[src/rtl/chunked_subtractor_pkg.sv]
// Shared types and sizing helpers for the chunked subtractor.
package chunked_subtractor_pkg;

   typedef enum logic [1:0] {
      IDLE = 2'd0,
      RUN  = 2'd1,
      DONE = 2'd2
   } state_t;

   localparam int WIDTH_DEF  = 32;
   localparam int CHUNK_DEF  = 8;
   localparam int NCHUNK_DEF = WIDTH_DEF / CHUNK_DEF;

   function automatic int nchunk_of(input int width, input int chunk);
      return width / chunk;
   endfunction

   // Chunk index needs at least one bit even for a single-chunk build.
   function automatic int idx_width(input int nchunk);
      return (nchunk > 1) ? $clog2(nchunk) : 1;
   endfunction

endpackage

[src/rtl/chunked_subtractor_sub_chunk.sv]
// Combinational CHUNK-bit slice computing a + ~b + cin as a chain of full-adder cells.
module chunked_subtractor_sub_chunk #(
   parameter int CHUNK = 8
) (
   input  logic [CHUNK-1:0] a_i,
   input  logic [CHUNK-1:0] b_i,
   input  logic             cin_i,
   output logic [CHUNK-1:0] sum_o,
   output logic             cout_o
);

   logic [CHUNK:0] c;

   assign c[0] = cin_i;

   for (genvar i = 0; i < CHUNK; i++) begin : g_fa
      logic x;
      logic y;
      assign x        = a_i[i];
      assign y        = ~b_i[i];
      assign sum_o[i] = x ^ y ^ c[i];
      assign c[i+1]   = (x & y) | (c[i] & (x ^ y));
   end

   assign cout_o = c[CHUNK];

endmodule

[src/rtl/chunked_subtractor.sv]
// Multi-cycle subtractor: diff = a - b, CHUNK bits per cycle, LSB chunk first.
// Optional macro SUB_SATURATE_EN clamps diff to 0 when the subtraction borrows.
//
// state | meaning
// IDLE  | waiting for operands, in_ready=1
// RUN   | one chunk per cycle, carry held in carry_q
// DONE  | result held until out_valid && out_ready
module chunked_subtractor
   import chunked_subtractor_pkg::*;
#(
   parameter int WIDTH = WIDTH_DEF,
   parameter int CHUNK = CHUNK_DEF
) (
   input  logic             clk,
   input  logic             rst,
   input  logic             in_valid,
   output logic             in_ready,
   input  logic [WIDTH-1:0] a,
   input  logic [WIDTH-1:0] b,
   output logic             out_valid,
   input  logic             out_ready,
   output logic [WIDTH-1:0] diff,
   output logic             borrow,
   output logic             overflow
);

   localparam int NCHUNK = nchunk_of(WIDTH, CHUNK);
   localparam int IW     = idx_width(NCHUNK);
   localparam int MSB    = WIDTH - 1;
   localparam logic [IW-1:0] LAST_IDX = IW'(NCHUNK - 1);

   if ((CHUNK < 1) || (WIDTH % CHUNK != 0)) begin : g_bad_param
      $error("chunked_subtractor: WIDTH must be a positive multiple of CHUNK");
   end

   state_t           state_q;
   logic [WIDTH-1:0] a_q;
   logic [WIDTH-1:0] b_q;
   logic [WIDTH-1:0] diff_q;
   logic [WIDTH-1:0] diff_d;
   logic             carry_q;
   logic [IW-1:0]    idx_q;
   logic             borrow_q;
   logic             ovf_q;
   logic             out_valid_q;
   logic             in_ready_q;

   logic [CHUNK-1:0] a_chunk;
   logic [CHUNK-1:0] b_chunk;
   logic [CHUNK-1:0] sum;
   logic             cout;

   assign a_chunk = a_q[int'(idx_q)*CHUNK +: CHUNK];
   assign b_chunk = b_q[int'(idx_q)*CHUNK +: CHUNK];

   chunked_subtractor_sub_chunk #(
      .CHUNK (CHUNK)
   ) u_sub_chunk (
      .a_i    (a_chunk),
      .b_i    (b_chunk),
      .cin_i  (carry_q),
      .sum_o  (sum),
      .cout_o (cout)
   );

   always_comb begin
      diff_d = diff_q;
      diff_d[int'(idx_q)*CHUNK +: CHUNK] = sum;
   end

   always_ff @(posedge clk) begin
      if (rst) begin
         state_q     <= IDLE;
         a_q         <= '0;
         b_q         <= '0;
         diff_q      <= '0;
         carry_q     <= 1'b1;
         idx_q       <= '0;
         borrow_q    <= 1'b0;
         ovf_q       <= 1'b0;
         out_valid_q <= 1'b0;
         in_ready_q  <= 1'b1;
      end else begin
         case (state_q)
            IDLE: begin
               if (in_valid) begin
                  a_q        <= a;
                  b_q        <= b;
                  carry_q    <= 1'b1;
                  idx_q      <= '0;
                  in_ready_q <= 1'b0;
                  state_q    <= RUN;
               end
            end
            RUN: begin
               carry_q <= cout;
               idx_q   <= idx_q + IW'(1);
               diff_q  <= diff_d;
               if (idx_q == LAST_IDX) begin
                  // Flags always describe the raw modular result, even when clamped.
                  borrow_q    <= ~cout;
                  ovf_q       <= (a_q[MSB] ^ b_q[MSB]) & (a_q[MSB] ^ diff_d[MSB]);
                  out_valid_q <= 1'b1;
                  state_q     <= DONE;
`ifdef SUB_SATURATE_EN
                  if (!cout) begin
                     diff_q <= '0;
                  end
`endif
               end
            end
            DONE: begin
               if (out_ready) begin
                  out_valid_q <= 1'b0;
                  in_ready_q  <= 1'b1;
                  state_q     <= IDLE;
               end
            end
            default: begin
               state_q <= IDLE;
            end
         endcase
      end
   end

   assign in_ready  = in_ready_q;
   assign out_valid = out_valid_q;
   assign diff      = diff_q;
   assign borrow    = borrow_q;
   assign overflow  = ovf_q;

endmodule

[config.mk]
export PLATFORM = sky130hd
export DESIGN_NAME = chunked_subtractor
export DESIGN_NICKNAME = d
export VERILOG_FILES = /design/src/rtl/chunked_subtractor_pkg.sv /design/src/rtl/chunked_subtractor_sub_chunk.sv /design/src/rtl/chunked_subtractor.sv
export SDC_FILE = /design/constraint.sdc
export NUM_CORES = 1
export LEC_CHECK = 0
export ABC_AREA = 0
export BUFFER_PORTS_ARGS = -buffer_cell sky130_fd_sc_hd__buf_2
export CORE_MARGIN = 4
export CORE_UTILIZATION = 32
export DETAILED_ROUTE_END_ITERATION = 7
export SYNTH_ARGS = -nofsm -noshare
export SYNTH_HDL_FRONTEND = slang
export SYNTH_SLANG_ARGS = --single-unit
[constraint.sdc]
create_clock -name clk -period 8.4 [get_ports clk]
set_clock_uncertainty 0.15 [all_clocks]
set_input_delay 0.42 -clock clk [delete_from_list [all_inputs] [get_ports clk]]
set_output_delay 0.42 -clock clk [all_outputs]
set_load 0.05 [all_outputs]
# After elaboration in Yosys (flattened, before gate mapping)
# Index checks and enable logic that the tools add are counted.
# word_totals
out_inout_bits	36
elab_cells	99
input_bits	68
ff_bits	105
# op_classes
n_eq_ne	6
n_reduce_logical	10
muxes	15
shift	4
addsub	2
n_bitwise	52
# op_table
op	n
32-bit by 6-bit variable part select with 8-bit output	2
5-bit negator with 33-bit output	1
8-bit by 33-bit variable shift with 32-bit output, first input constant	1
8-bit by 33-bit variable part select with 32-bit output	1
32-bit bitwise mux	1
1-bit bitwise XOR	18
1-bit AND	17
1-bit inverter	9
3-bit AND reduction	3
2-bit two-way mux	4
1-bit bitwise OR	8
2-bit inequality test, second input constant	3
1-bit one-hot mux with 2 select lines	3
2-bit one-hot mux with 3 select lines	1
2-bit AND reduction	3
2-bit nonzero test	3
1-bit two-way mux	5
2-bit == test, second input constant	2
2-bit one-hot mux with 2 select lines	1
2-bit by 1-bit adder with 2-bit output, second input constant	1
2-bit by 1-bit == test with 1-bit output, second input constant	1
2-bit zero test	1

# Depth between registers and ports, before layout
# logic_depth
depth_word	22
depth_mapped	19
ltp_nobuf	17

# By module
# Synthesis repeated with hierarchy kept, for this count alone.
# hier_totals
cells_unflattened	509
hier_area_um2	4598.2
# modules_own_cells
module	n_inst	area_each_um2	seq_area_each_um2	cells_per_inst
chunked_subtractor	1	4370.4	2102.0	483
chunked_subtractor_sub_chunk	1	227.7	0.0	26

# Worst setup path before layout
# OpenSTA, ideal clock, no wires.
# synth_path
kind	reg2reg
start	register idx_q[0]
end	register ovf_q (netlist: overflow)
setup_time_ps	129
arrival_time_ps	4421
stages_incl_launch_ff	19
period_less_slack_ps	4700
t_required_ps	8121
path_buffers	2
path_slack_ps	3700
path_cell_list	dfxtp_1 buf_2 buf_6 mux4_2 fa_1 fa_1 fa_1 inv_1 fa_1 inv_1 fa_1 inv_1 fa_1 fa_1 inv_1 fa_1 and4bb_2 mux2i_1 o211ai_1
# synth_between
elab_chain_cells	22
elab_cells_between_ends	55
cone_classes	add/sub (1); eq/ne (1); shift (4); mux (1); bitwise (47); reduce/logical (1)
# synth_lines
element	line_no	text
from (decl)	chunked_subtractor.sv:42	logic [IW-1:0] idx_q;
from (signal assigned)	chunked_subtractor.sv:97	idx_q <= idx_q + IW'(1);
32-bit by 6-bit variable part select with 8-bit output	chunked_subtractor.sv:54	assign b_chunk = b_q[int'(idx_q)*CHUNK +: CHUNK];
1-bit inverter	chunked_subtractor_sub_chunk.sv:20	assign y = ~b_i[i];
1-bit bitwise XOR	chunked_subtractor_sub_chunk.sv:21, chunked_subtractor_sub_chunk.sv:22	
1-bit AND	chunked_subtractor_sub_chunk.sv:22	assign c[i+1] = (x & y) | (c[i] & (x ^ y));
1-bit bitwise OR	chunked_subtractor_sub_chunk.sv:22	
1-bit AND	chunked_subtractor_sub_chunk.sv:22	
1-bit bitwise OR	chunked_subtractor_sub_chunk.sv:22	
1-bit AND	chunked_subtractor_sub_chunk.sv:22	
[... 6 more ...]	n/a	
1-bit bitwise OR	chunked_subtractor_sub_chunk.sv:22	
1-bit AND	chunked_subtractor_sub_chunk.sv:22	
1-bit bitwise OR	chunked_subtractor_sub_chunk.sv:22	
1-bit bitwise XOR	chunked_subtractor_sub_chunk.sv:21	assign sum_o[i] = x ^ y ^ c[i];
8-bit by 33-bit variable part select with 32-bit output	chunked_subtractor.sv:68	diff_d[int'(idx_q)*CHUNK +: CHUNK] = sum;
32-bit bitwise mux	chunked_subtractor.sv:68	
1-bit bitwise XOR	chunked_subtractor.sv:102	ovf_q <= (a_q[MSB] ^ b_q[MSB]) & (a_q[MSB] ^ diff_d[MSB]);
1-bit AND	chunked_subtractor.sv:102	
to (signal assigned)	chunked_subtractor.sv:102	
to (decl)	chunked_subtractor.sv:44	logic ovf_q;
# Several ways; a longest one is shown, not always the timed one.
# A chain may end at the register's enable or synchronous reset.

# Final worst setup path
# Ends and elaborated chain as after synthesis.

==> key figures <==
STA
  – Final Hold Fails: 0
  – RSZ-0062 raised after global routing: no
  – Final Setup Violations: 0
  – Slew @ Worst Pin: 1.23 ns
  – Fin crit share: 0.615
  – Final Max Tran Viols: 0
  – FMAX: 194 MHz
  – Final setup TNS: 0 ns
  – Min Hold Slack: around 0.15 ns
  – Relative slew margins: 0.182
  – Min Clock Period, post-route: between 5 and 6 ns

Cells and area
  – Fin nets: 686
  – Diodes inserted: 0
  – Share of cells above drive strength 1: 0.236
  – Synth-to-Final Area Change: 17.3%
  – Design Area, Final: ~5500 µm²

Floorplan
  – Starting Density: 0.325
  – Die Width: ~130 µm
  – Row count: 44
  – IO Pins: 104
  – Die area: 16700 µm²
  – Core area: 14500 µm²
  – Die Span Y: 129 µm

Global route
  – First-pass GRT wire length: about 19000 µm
  – GRT overflow: 0
  – Total track usage: 0.146
  – Number of global-route vias before repair: 3777
  – Initial antenna violation count: 0
  – Largest net degree at the start of global routing: 108

Logic synthesis
  – Most frequent cell after synthesis: nand2_1
  – Post-synth ARST share: 0
  – Dominant cells by area after synthesis: dfxtp_1, nand2_1, a21oi_1, mux4_2, fa_1
  – Most frequent cells after synthesis: nand2_1, dfxtp_1, a21oi_1
  – YS warnings: 0
  – Cell variety after synth: 30
  – Post-synth EDFFs: 0
  – Synth Area per Inst: 8.89 µm²
  – Most used DFF post-synth: dfxtp_1
  – Synthesized cell area: about 4700 µm²
  – Area leader, netlist: dfxtp_1
  – Cell count after synthesis: 529
  – Synth top area share: 0.447
  – Synth Register Bits: 105
  – Post-synthesis sequential area ratio: 0.447
  – Mapped Nets: 611

Worst setup path
  – WP data arrival: 5.25 ns
  – Slowest-stage cell, CP: dfxtp_2
  – Crit-path cells: mux4_2 > fa_1 > fa_1 > fa_1 > inv_1 > fa_1 > inv_1 > fa_1 > inv_1 > fa_1 > fa_1 > inv_1 > fa_1 > and4bb_2 > mux2i_1 > o211ai_1
  – Largest stage delay on the critical path: 0.86 ns
  – Worst-path maximum fanout: 28
  – WS Path Type: flip-flop to flip-flop
  – Most frequent CP cell: fa_1
  – Startpoint Class: flip-flop
  – Critical Path RT: 8.48 ns
  – Critical Path End Type: flip-flop

CTS
  – Clk sinks: 105
  – Clk buf depth: 2
  – CTS tree: yes
  – Num CTS Buffers: 9
  – H-tree Lvls: 3
  – Clock Pin Slew Worst Setup and Hold Paths: 0.07 ns
  – Clk_lat worst skew: between 0.3 and 0.4 ns
  – CTS root buf: clkbuf_16
  – Post-CTS Setup Bufs: 0
  – Post-CTS sizing: 0
  – Hold_buf cts: 0

Detailed routing
  – Vias per cell: 4.84
  – Iteration-0 DRC Markers: 255
  – DRC: 0
  – Average wire per standard cell: approximately 15 µm
  – Antenna Nets Post-Route: 0
  – Final WL: between 10000 and 15000 µm
  – DR pass1 iterations: 6
  – Vias: 3841

Run status
  – Status: complete, no violations

Run
  – Maxcap violations: 0

Placed design
  – DP HPWL: 8780 µm
  – Gpl congestion: 0.776
  – Port-buffer cells: 103
  – Post-DP Area: approximately 5200 µm²

Power
  – Leakage: 2.19 nW
  – Worst VDD drop: about 0.00011 V
  – PD cells: about 210 nW/µm²
  – Power, Total: 1.18 mW

Worst hold path
  – Min-Delay Path Class: input pin to flip-flop
critical path: cells and delay by family (launching register included):
kind                     cells  cell delay [ns]
flip-flops                   1             0.86
AND/OR/NAND/NOR              1             0.27
buffers and inverters        4             0.25
multiplexers                 2             0.82
AO/OA/AOI/OAI                1             0.11
adder cells (fa/ha/maj)      8             2.57
routing by layer:
metal / routed length (µm) / track usage / vias to the layer above
met4: 191 / 0.0494 / 0
li1: - / - / 1931
met1: 5460 / 0.194 / 1785
met3: 731 / 0.0354 / 17
met2: 5520 / 0.232 / 108
met5: 0 / 0 / -
registers in the layout, summed over array words and instances, names as in the netlist:
name / cells
b_q: 32
in_ready: 1
diff: 32
overflow: 1
a_q: 32
state_q: 2
out_valid: 1
carry_q: 1
idx_q: 2
borrow: 1
worst paths after layout:
check,end,slack [ns],start,cells past startpoint
hold / removal,a_q[1]$_SDFFE_PP0P_,0.15,a[1],3
hold reg to reg,diff[19]$_SDFFE_PP0P_,0.30,diff[19]$_SDFFE_PP0P_,2
setup / recovery,overflow$_SDFFE_PP0P_,3.23,idx_q[0]$_SDFFE_PP0P_,16
setup reg to reg,overflow$_SDFFE_PP0P_,3.23,idx_q[0]$_SDFFE_PP0P_,16
layout make-up:
cell class	count	area, µm²
tap	184	230
timing repair buffer	105	533
multi-input combinational	369	2260
inverter	14	52.6
fill	1516	8960
clock inverter	7	108
sequential	105	2100
clock buffer	9	225
logic make-up after synthesis:
group,synth area share
AOI/OAI and AO/OA,0.119
adders and majority gates,0.0500
buffers and inverters,0.0726
DFF,0.447
muxes,0.0809
and+or+nand+nor,0.230
layout by cell type, fill, tap and decap left out, types with 3 or more instances in the layout:
master,count
nand2_1,161
dfxtp_1,104
buf_2,102
a21oi_1,100
nand3b_1,18
nand3_1,18
mux4_2,16
inv_1,14
clkbuf_16,9
fa_1,8
and3b_1,7
nor2_1,7
ha_1,6
nor2b_1,4
o21bai_1,3
nor3b_1,3
nand2b_1,3
buf_4,3
power by group:
group	internal [mW]	switching [mW]	leakage, nW
combinational	0.0722	0.100	1.17
sequential	0.522	0.0206	0.858
clock	0.267	0.197	0.160
metrics by stage:
stage / cells / setup WS (ns) / util
3_5_place_dp: 777 / 3.20 / 0.358
4_1_cts: 793 / 3.18 / 0.381
6_report: 793 / 3.23 / 0.381
5_1_grt: 793 / 2.94 / 0.381
2_1_floorplan: 529 / 3.70 / -
3_3_place_gp: 777 / 3.28 / 0.358
Note: power is estimated with default switching activity, not from simulation.
